`src/rtl/instr_mem_loader_pkg.sv`:
```
// instr_loader_pkg: shared states and constants for the instruction-memory boot loader.
package instr_loader_pkg;
  typedef enum logic [2:0] {
    S_IDLE, S_LEN_HI, S_LEN_LO, S_DATA, S_CHECK, S_FINISH, S_DONE, S_ERR
  } state_e;
  localparam int DEFAULT_DEPTH  = 256;
  localparam int HDR_BYTES      = 2;
  localparam int BYTES_PER_WORD = 4;
endpackage

```
`src/rtl/instr_mem_loader_byte_assembler.sv`:
```
// byte_assembler: 4-byte MSB-first shift register that packs a byte stream into words.
// Ports: clk, reset (sync, active high), clr (restart packing), shift_en (byte accepted),
//   byte_in (stream byte), word (packed word, valid with word_complete),
//   word_complete (the byte being shifted in is the 4th of a word).
module byte_assembler
  import instr_loader_pkg::*;
(
  input  logic        clk,
  input  logic        reset,
  input  logic        clr,
  input  logic        shift_en,
  input  logic [7:0]  byte_in,
  output logic [31:0] word,
  output logic        word_complete
);
  logic [23:0] sr_q, sr_d;
  logic [1:0]  cnt_q, cnt_d;
  always_comb begin
    sr_d  = clr ? 24'd0 : shift_en ? {sr_q[15:0], byte_in} : sr_q;
    cnt_d = clr ? 2'd0 : shift_en ? cnt_q + 2'd1 : cnt_q;
  end
  always_ff @(posedge clk) begin
    if (reset) begin
      sr_q  <= '0;
      cnt_q <= '0;
    end else begin
      sr_q  <= sr_d;
      cnt_q <= cnt_d;
    end
  end
  // The 4th byte completes the word directly from the input so the write can be registered on that edge.
  assign word          = {sr_q, byte_in};
  assign word_complete = shift_en && (cnt_q == 2'(BYTES_PER_WORD - 1));
endmodule

```
`src/rtl/instr_mem_loader.sv`:
```
// instr_mem_loader: boot-time byte-stream to instruction-memory writer that holds the CPU until the image is loaded.
// Ports: clk, reset (sync, active high), Start (begin load), ByteIn/ByteValid/ByteReady (byte handshake),
//   WrEn/WrAddr/WrData (memory write port, byte address), Busy, Done, Error, CpuHold (CPU reset hold).
// Build option: LOADER_CHECKSUM_EN adds a trailing 8-bit sum-of-data-bytes check (CHECK state).
module instr_mem_loader
  import instr_loader_pkg::*;
#(
  parameter int DEPTH  = DEFAULT_DEPTH,
  parameter int ADDR_W = 8
) (
  input  logic        clk,
  input  logic        reset,
  input  logic        Start,
  input  logic [7:0]  ByteIn,
  input  logic        ByteValid,
  output logic        ByteReady,
  output logic        WrEn,
  output logic [31:0] WrAddr,
  output logic [31:0] WrData,
  output logic        Busy,
  output logic        Done,
  output logic        Error,
  output logic        CpuHold
);
  localparam logic [16:0] DEPTH_L = 17'(DEPTH);
  state_e              state_q, state_d;
  logic [15:0]         n_q, n_d;
  logic [ADDR_W-1:0]   idx_q, idx_d;
  logic                wr_en_q, wr_en_d;
  logic [31:0]         wr_addr_q, wr_addr_d, wr_data_q, wr_data_d;
  logic                xfer, clr, word_complete, last_word;
  logic [31:0]         asm_word;
  state_e              after_data;
`ifdef LOADER_CHECKSUM_EN
  logic [7:0]          sum_q, sum_d;
  assign after_data = S_CHECK;
`else
  assign after_data = S_FINISH;
`endif
  assign ByteReady = state_q inside {S_LEN_HI, S_LEN_LO, S_DATA, S_CHECK};
  assign Busy      = !(state_q inside {S_IDLE, S_DONE, S_ERR});
  assign Done      = state_q == S_DONE;
  assign Error     = state_q == S_ERR;
  assign CpuHold   = state_q != S_DONE;
  assign WrEn      = wr_en_q;
  assign WrAddr    = wr_addr_q;
  assign WrData    = wr_data_q;
  assign xfer      = ByteValid && ByteReady;
  assign clr       = Start && !Busy;
  assign last_word = {{(16-ADDR_W){1'b0}}, idx_q} == n_q - 16'd1;
  byte_assembler u_asm (
    .clk          (clk),
    .reset        (reset),
    .clr          (clr),
    .shift_en     (xfer && state_q == S_DATA),
    .byte_in      (ByteIn),
    .word         (asm_word),
    .word_complete(word_complete)
  );
  always_comb begin
    state_d   = state_q;
    n_d       = n_q;
    idx_d     = idx_q;
    wr_en_d   = 1'b0;
    wr_addr_d = wr_addr_q;
    wr_data_d = wr_data_q;
`ifdef LOADER_CHECKSUM_EN
    sum_d     = clr ? 8'd0 : (xfer && state_q == S_DATA) ? sum_q + ByteIn : sum_q;
`endif
    case (state_q)
      S_IDLE, S_DONE, S_ERR: state_d = Start ? S_LEN_HI : state_q;
      S_LEN_HI: begin
        n_d     = xfer ? {ByteIn, 8'd0} : n_q;
        state_d = xfer ? S_LEN_LO : state_q;
      end
      S_LEN_LO: begin
        n_d     = xfer ? {n_q[15:8], ByteIn} : n_q;
        idx_d   = '0;
        state_d = !xfer ? state_q : (n_d == 16'd0 || {1'b0, n_d} > DEPTH_L) ? S_ERR : S_DATA;
      end
      S_DATA: begin
        if (word_complete) begin
          wr_en_d   = 1'b1;
          wr_data_d = asm_word;
          wr_addr_d = {{(30-ADDR_W){1'b0}}, idx_q, 2'b00};
          idx_d     = idx_q + 1'b1;
          state_d   = last_word ? after_data : state_q;
        end
      end
`ifdef LOADER_CHECKSUM_EN
      S_CHECK: state_d = !xfer ? state_q : (ByteIn == sum_q) ? S_FINISH : S_ERR;
`endif
      // Stay while the last write is still on the port so Done never precedes the final commit.
      S_FINISH: state_d = wr_en_q ? S_FINISH : S_DONE;
      default: state_d = S_IDLE;
    endcase
  end
  always_ff @(posedge clk) begin
    if (reset) begin
      state_q   <= S_IDLE;
      n_q       <= '0;
      idx_q     <= '0;
      wr_en_q   <= 1'b0;
      wr_addr_q <= '0;
      wr_data_q <= '0;
`ifdef LOADER_CHECKSUM_EN
      sum_q     <= '0;
`endif
    end else begin
      state_q   <= state_d;
      n_q       <= n_d;
      idx_q     <= idx_d;
      wr_en_q   <= wr_en_d;
      wr_addr_q <= wr_addr_d;
      wr_data_q <= wr_data_d;
`ifdef LOADER_CHECKSUM_EN
      sum_q     <= sum_d;
`endif
    end
  end
endmodule

```
`config.mk`:
```
export PLATFORM = sky130hd
export DESIGN_NAME = instr_mem_loader
export DESIGN_NICKNAME = d
export VERILOG_FILES = /design/src/rtl/instr_mem_loader_pkg.sv /design/src/rtl/instr_mem_loader_byte_assembler.sv /design/src/rtl/instr_mem_loader.sv
export SDC_FILE = /design/constraint.sdc
export NUM_CORES = 1
export LEC_CHECK = 0
export CAP_MARGIN = 20
export CORE_UTILIZATION = 56
export CTS_CLUSTER_SIZE = 12
export DETAILED_ROUTE_END_ITERATION = 8
export GPL_ROUTABILITY_DRIVEN = 0
export PLACE_DENSITY = 0.85
export SYNTH_ARGS = -nofsm -noshare
export SYNTH_HDL_FRONTEND = slang
export SYNTH_SLANG_ARGS = --single-unit
```
`constraint.sdc`:
```
create_clock -name clk -period 6.9 [get_ports clk]
set_clock_uncertainty 0.05 [all_clocks]
set_input_delay 0.69 -clock clk [delete_from_list [all_inputs] [get_ports clk]]
set_output_delay 0.69 -clock clk [all_outputs]
set_load 0.1 [all_outputs]
```
==> reports/summary.txt, run 1 <==
Status: complete, no violations
Critical path class: in2reg
Non-Filler Instances: 683
Yosys top cell by area: dfxtp_1
GR met3 Demand/Resource: 5.13%
Synth warnings: 0
Crit path max fanout: 45
PostCTS Resize Cnt: 0
Top cell type's share of synthesized area: 44.7%
Buf+Inv Stages, Crit Path: 1
Worst Min Path Start: WrAddr[9]
Tot GR Track Use: 24.7%
Placed insts: 666
Register bit total from synthesis: 94
Worst-path cell chain: clkdlybuf4s50_1 > and4b_1 > nand2_4 > or4_4 > a2111oi_4 > a211oi_1 > a2111oi_2
Via Count: 3697
Hpwl dp: 6.23 mm
Leakage: 1.68 nW
Number of buffers created by CTS: 9
Syn Inst Count: 545
WHS Endpoint: WrAddr[9]
Clk slew on worst S/H paths: 0.10 ns
Rows: 31
Port Buffers: 57
Post-layout nets: 594
Worst EP arrival: 4.09 ns
Worst-case clock buffer depth: 2
Drt total wl: 9.36 mm
Busiest layer in global routing: met2
Antenna Nets Post-Route: 0
Worst Tran Pin Value: 1.00 ns
Grt met2 use: 40.9%
Final setup fails: 0
Clock sink count: 94
Maximum vdd drop: 0.119 mV
Vias in the first global route: 3170
Met1 layer usage reported by global route: 32.1%
CP endpoint kind: register
CP top delay family: simple AND/OR/NAND/NOR gates
Max Slew Vio Count: 0
Max-slew headroom: 33.0%
Drc violations: 0
Ratio of cells with drive above 1 in the final layout: 5.48%
EDFF count, synth: 0
HP Class: reg2reg
CTS tree: yes
Die height: 88.7 um
# H-tree levels: 3
Max incr delay on CP: 0.88 ns
CTS Root Cell: clkbuf_8
Core Region: 7250 um^2
Synth Flop Type: dfxtp_1
Max cap viols: 0
Critical path launch point type: input port
Final Critical Period: 3.88 ns
Fillers: 583
Commonest cells in the netlist: nand2_1 (170), dfxtp_1 (94), a21oi_1 (88)
Placement Setup Slack: 2.66 ns
Remaining Overflow, GRT: 0
WL/cell: 13.7 um
Ant. Diodes: 0
CP max stage cell: and4b_1
Initial antenna violation count: 0
Largest net degree at the start of global routing: 65
Area contributors post-synth: dfxtp_1 (45%), nand2_1 (15%), a21oi_1 (10%), buf_4 (4.8%), clkbuf_1 (2.7%)
R2r startpoint: state_q[1]
Post-Synthesis Cell Area: 4210 um^2
1st-iter DRT viols: 353
Asr flop ratio synth: 0%
RR Endpoint: state_q[2]
PwrDens: 221 nW/um^2
Number of detailed-route iterations in the first pass: 5
Final Hold Fails: 0
Worst path required time: 7.11 ns
R2r setup slk: 3.16 ns
Fin crit share: 56.2%
# Post-CTS Setup Buffers: 0
Reg2Reg Depth: 6
Vias per inst: 5.41
Die width: 88.7 um
FMAX: 0.258 GHz
Final setup TNS: 0 ns
Clock Latency Late Sink: 0.36 ns
I/O pins: 82
Starting Density: 58.0%
Min-Delay Path Depth: 2
Worst Slack Setup Final: 3.02 ns
Syn Area/Cell: 7.72 um^2
Sequential element share of the synthesized area: 44.7%
Die area: 7860 um^2
Synth-to-layout area growth: 15.9%
Global-route wire length before repair: 15.0 mm
Most numerous cell in the Yosys netlist: nand2_1
Cts hold-fix bufs: 0
RSZ-0062 raised after global routing: no
Cell variety after synth: 46
## layer usage
metal	wire length [um]	up-vias
met4	194	0
met2	4630	133
met3	665	18
li1	-	1836
met1	3870	1710
met5	0	-
## final cells by class
class	instances	area, um^2	share of cell area [%]
timing repair buffer	59	593	12.2
clock inverter	7	67.6	1.39
inverter	4	15.0	0.308
multi-input combinational	411	2070	42.5
sequential	94	1880	38.6
tap	99	124	2.54
clock buffer	9	124	2.54
## worst max-delay path by stage
stage / startpoint / end / cells past startpoint
after floorplan: state_q[1] / Done / 4
after global placement: ByteValid / state_q[2] / 7
after detailed placement: ByteValid / state_q[2] / 7
after CTS: ByteValid / state_q[2] / 7
after global routing: ByteValid / state_q[2] / 7
final: ByteValid / state_q[2] / 7
## layout by cell type (no fill, tap or decap), types with 2 or more instances in the layout
cell / instances
clkdlybuf4s50_1: 56
nor2_1: 14
clkinvlp_4: 3
inv_6: 2
mux2_2: 2
a211oi_1: 2
inv_1: 4
and3_1: 2
and2_1: 3
or4_1: 2
dfxtp_1: 94
nor3_1: 8
xnor2_1: 6
xor2_1: 6
o21ba_2: 2
nand2_1: 170
nand3b_1: 5
a21oi_1: 88
nor2b_1: 8
nor4_1: 4
or3_1: 5
conb_1: 24
a31oi_1: 2
o21ai_0: 10
and4b_1: 3
nor4_2: 2
ha_1: 3
or2_2: 2
nand3_1: 14
and3b_1: 2
mux2i_1: 2
clkbuf_8: 9
nand4_1: 4
nand2b_1: 5
## worst reg2reg max path: cells and delay by family, from the launching register on
family	cells	cell delay [ns]
simple gates	3	2.10
compound gates	3	0.84
flops	1	0.65
## sequential cells by signal (all words and copies together) (netlist names)
register / count
u_asm.cnt_q: 2
WrEn: 1
u_asm.sr_q: 24
state_q: 3
n_q: 16
WrData: 32
idx_q: 8
WrAddr: 8
## metrics by stage
step	power, W	utilization (%)	hold WS [ns]	instance area (um^2)
finish	0.00108	67.2	0.406	4880
floorplan	0.000724	-	0.382	4290
global route	0.00112	67.2	0.430	4880
detailed placement	0.000740	64.3	0.397	4670
CTS	0.00108	67.0	0.410	4860
global placement	0.000737	64.3	0.390	4670
## cells by family after synthesis
logic type      count (synthesis)  share of synthesized area, %
xor+xnor                       12                          2.50
other cells                     1                        0.0891
compound gates                112                          15.1
fa+ha+maj                       3                         0.892
buf+inv                        63                          8.06
simple gates                  256                          27.7
mux                             4                          1.01
flops                          94                          44.7
## power breakdown
part / total (W) / internal (W) / switching [W]
Sequential: 0.000560 / 0.000548 / 0.0000126
Clock: 0.000348 / 0.000139 / 0.000209
Combinational: 0.000171 / 0.0000390 / 0.000132
(Power assumes the default switching activity.)
==> run 2, diff against run 1 <==
CORE_UTILIZATION = 47   (was 56)
PLACE_DENSITY = 0.76   (was 0.85)
clock period = 3.19 ns   (was 6.9 ns; I/O delays follow)
==> run 2 against run 1 <==
Compared with the run above:
- final area is 1.4% higher
- first-iteration DRC count down 20%
- critical endpoint unchanged
- sequential cell count unchanged
- critical path depth down 1
- critical path type is now reg2reg
- die area grew 19%
- highest routed layer unchanged
==> reports/summary.txt, run 2 (same netlist as run 1, synthesis figures left out) <==
Die height: 96.6 um (+8.9%)
Maximum vdd drop: 0.304 mV (+160%)
Fin crit share: 80.2%
Reg area: 1880 um^2 (unchanged)
# Post-CTS Setup Buffers: 0 (unchanged)
Vias in the first global route: 3352 (+5.7%)
Fin Hold WS: 0.347 ns (-0.0585 ns)
PostCTS Resize Cnt: 0 (unchanged)
Global-route wire length before repair: 16.0 mm (+6.7%)
Cts hold-fix bufs: 0 (unchanged)
FMAX: 0.391 GHz
Remaining Overflow, GRT: 0 (unchanged)
Rows: 34 (+9.7%)
Core Region: 8680 um^2 (+20%)
Max incr delay on CP: 0.64 ns (-0.24 ns)
Post-route cell area: 4940 um^2 (+1.4%)
Tot GR Track Use: 21.0% (-3.7 points)
Max cap viols: 0 (unchanged)
Final setup fails: 0 (unchanged)
Fillers: 793 (+36%)
Max-slew headroom: 34.0% (+0.99 points)
Initial antenna violation count: 0 (unchanged)
Critical path class: reg2reg
Clock Latency Late Sink: 0.37 ns (about the same)
PwrDens: 512 nW/um^2 (+130%)
Ratio of cells with drive above 1 in the final layout: 6.81% (+1.3 points)
Worst path required time: 3.40 ns (-3.71 ns)
Port Buffers: 57 (unchanged)
Total chip power: 0.00253 W (+130%)
I/O pins: 82 (unchanged)
CP max stage cell: dfxtp_1
Ant. Diodes: 0 (unchanged)
Status: complete, no violations
Starting Density: 48.5% (-9.5 points)
Drt total wl: 9.57 mm (+2.2%)
CP top delay family: simple AND/OR/NAND/NOR gates
Die area: 9330 um^2 (+19%)
Worst Tran Pin Value: 0.987 ns (-0.0172 ns)
Max Slew Vio Count: 0 (unchanged)
Critical path launch point type: register
1st-iter DRT viols: 281 (-20%)
Drc violations: 0 (unchanged)
Most frequent cells in the layout: nand2_1 (170), dfxtp_1 (94), a21oi_1 (88)
CTS tree: yes
Leakage: 1.73 nW (+3.3%)
Final Hold Fails: 0 (unchanged)
Most common cell after layout, fill and taps aside: nand2_1
Die width: 96.6 um (+8.9%)
Vias per inst: 5.30 (-2.1%)
Via Count: 3682 (-0.41%)
# H-tree levels: 3 (unchanged)
CP endpoint kind: register
RSZ-0062 raised after global routing: no
Largest net degree at the start of global routing: 45 (-31%)
Placed cell areas: 4700 um^2 (+0.78%)
Buf+Inv Stages, Crit Path: 0 (-1)
Antenna Nets Post-Route: 0 (unchanged)
Synth-to-layout area growth: 17.5%
Clock sink count: 94 (unchanged)
Final Critical Period: 2.56 ns
Clk slew on worst S/H paths: 0.09 ns (about the same)
Number of buffers created by CTS: 9 (unchanged)
HP Class: in2reg
Worst-case clock buffer depth: 2 (unchanged)
Hpwl dp: 6.61 mm (+6.0%)
Crit path max fanout: 19 (-58%)
CTS Root Cell: clkbuf_8
Final setup TNS: 0 ns (unchanged)
Worst EP arrival: 2.77 ns (-1.32 ns)
WL/cell: 13.8 um (+0.44%)
Number of detailed-route iterations in the first pass: 4 (-1)
Worst-path cell chain: and4b_1 > nand2_4 > or4_4 > a2111oi_4 > a211oi_1 > a2111oi_2
Largest register FFs: 32 (unchanged)
Area used by multi-input combinational logic: 2070 um^2 (unchanged)
Post-layout nets: 598 (+0.67%)
## run 2: cell count changes in the layout (fill, tap and decap cells not counted)
cell	before	now
clkinv_4	0	1
inv_6	2	1
bufinv_16	0	3
buf_12	1	0
clkdlybuf4s50_1	56	51
clkinvlp_4	3	0
clkinv_8	1	0
buf_4	1	11
## run 2: layout make-up
cell class	instances	share of cell area, %
Multi-Input combinational cell	411	41.9
Sequential cell	94	38.1
Timing Repair Buffer	63	12.1
Tap cell	108	2.73
Clock buffer	9	2.51
Clock inverter	6	2.40
Inverter	4	0.304
## run 2: per-stage QoR
stage               cells  util (%)  setup WS, ns
floorplan             568         -         0.376
global placement      680      54.2         0.530
detailed placement    680      54.2         0.443
CTS                   695      57.0         0.623
global route          695      57.0         0.470
finish                695      57.0         0.632
## run 2: path summary, 6_finish.rpt
path                                startpoint    endpoint  slack (ns)  cells past startpoint
worst min-delay path                     reset        WrEn        0.35                      2
worst max-delay path                state_q[1]  state_q[2]        0.63                      6
worst max register to register      state_q[1]  state_q[2]        0.63                      6
worst min register to register  u_asm.sr_q[22]  WrData[30]        0.41                      2
## run 2: power breakdown
part | total, W | internal [W] | switching, W
combinational | 0.000364 | 0.0000808 | 0.000283
clock | 0.000958 | 0.000526 | 0.000432
sequential | 0.00121 | 0.00118 | 0.0000273
total | 0.00253 | 0.00179 | 0.000742
## run 2: metal layers
layer | up-vias | global-route usage (%) | routed length [um]
li1 | 1838 | - | -
met1 | 1729 | 25.7 | 4130
met2 | 103 | 36.6 | 4840
met3 | 12 | 3.76 | 447
met4 | 0 | 7.92 | 144
met5 | - | 0 | 0
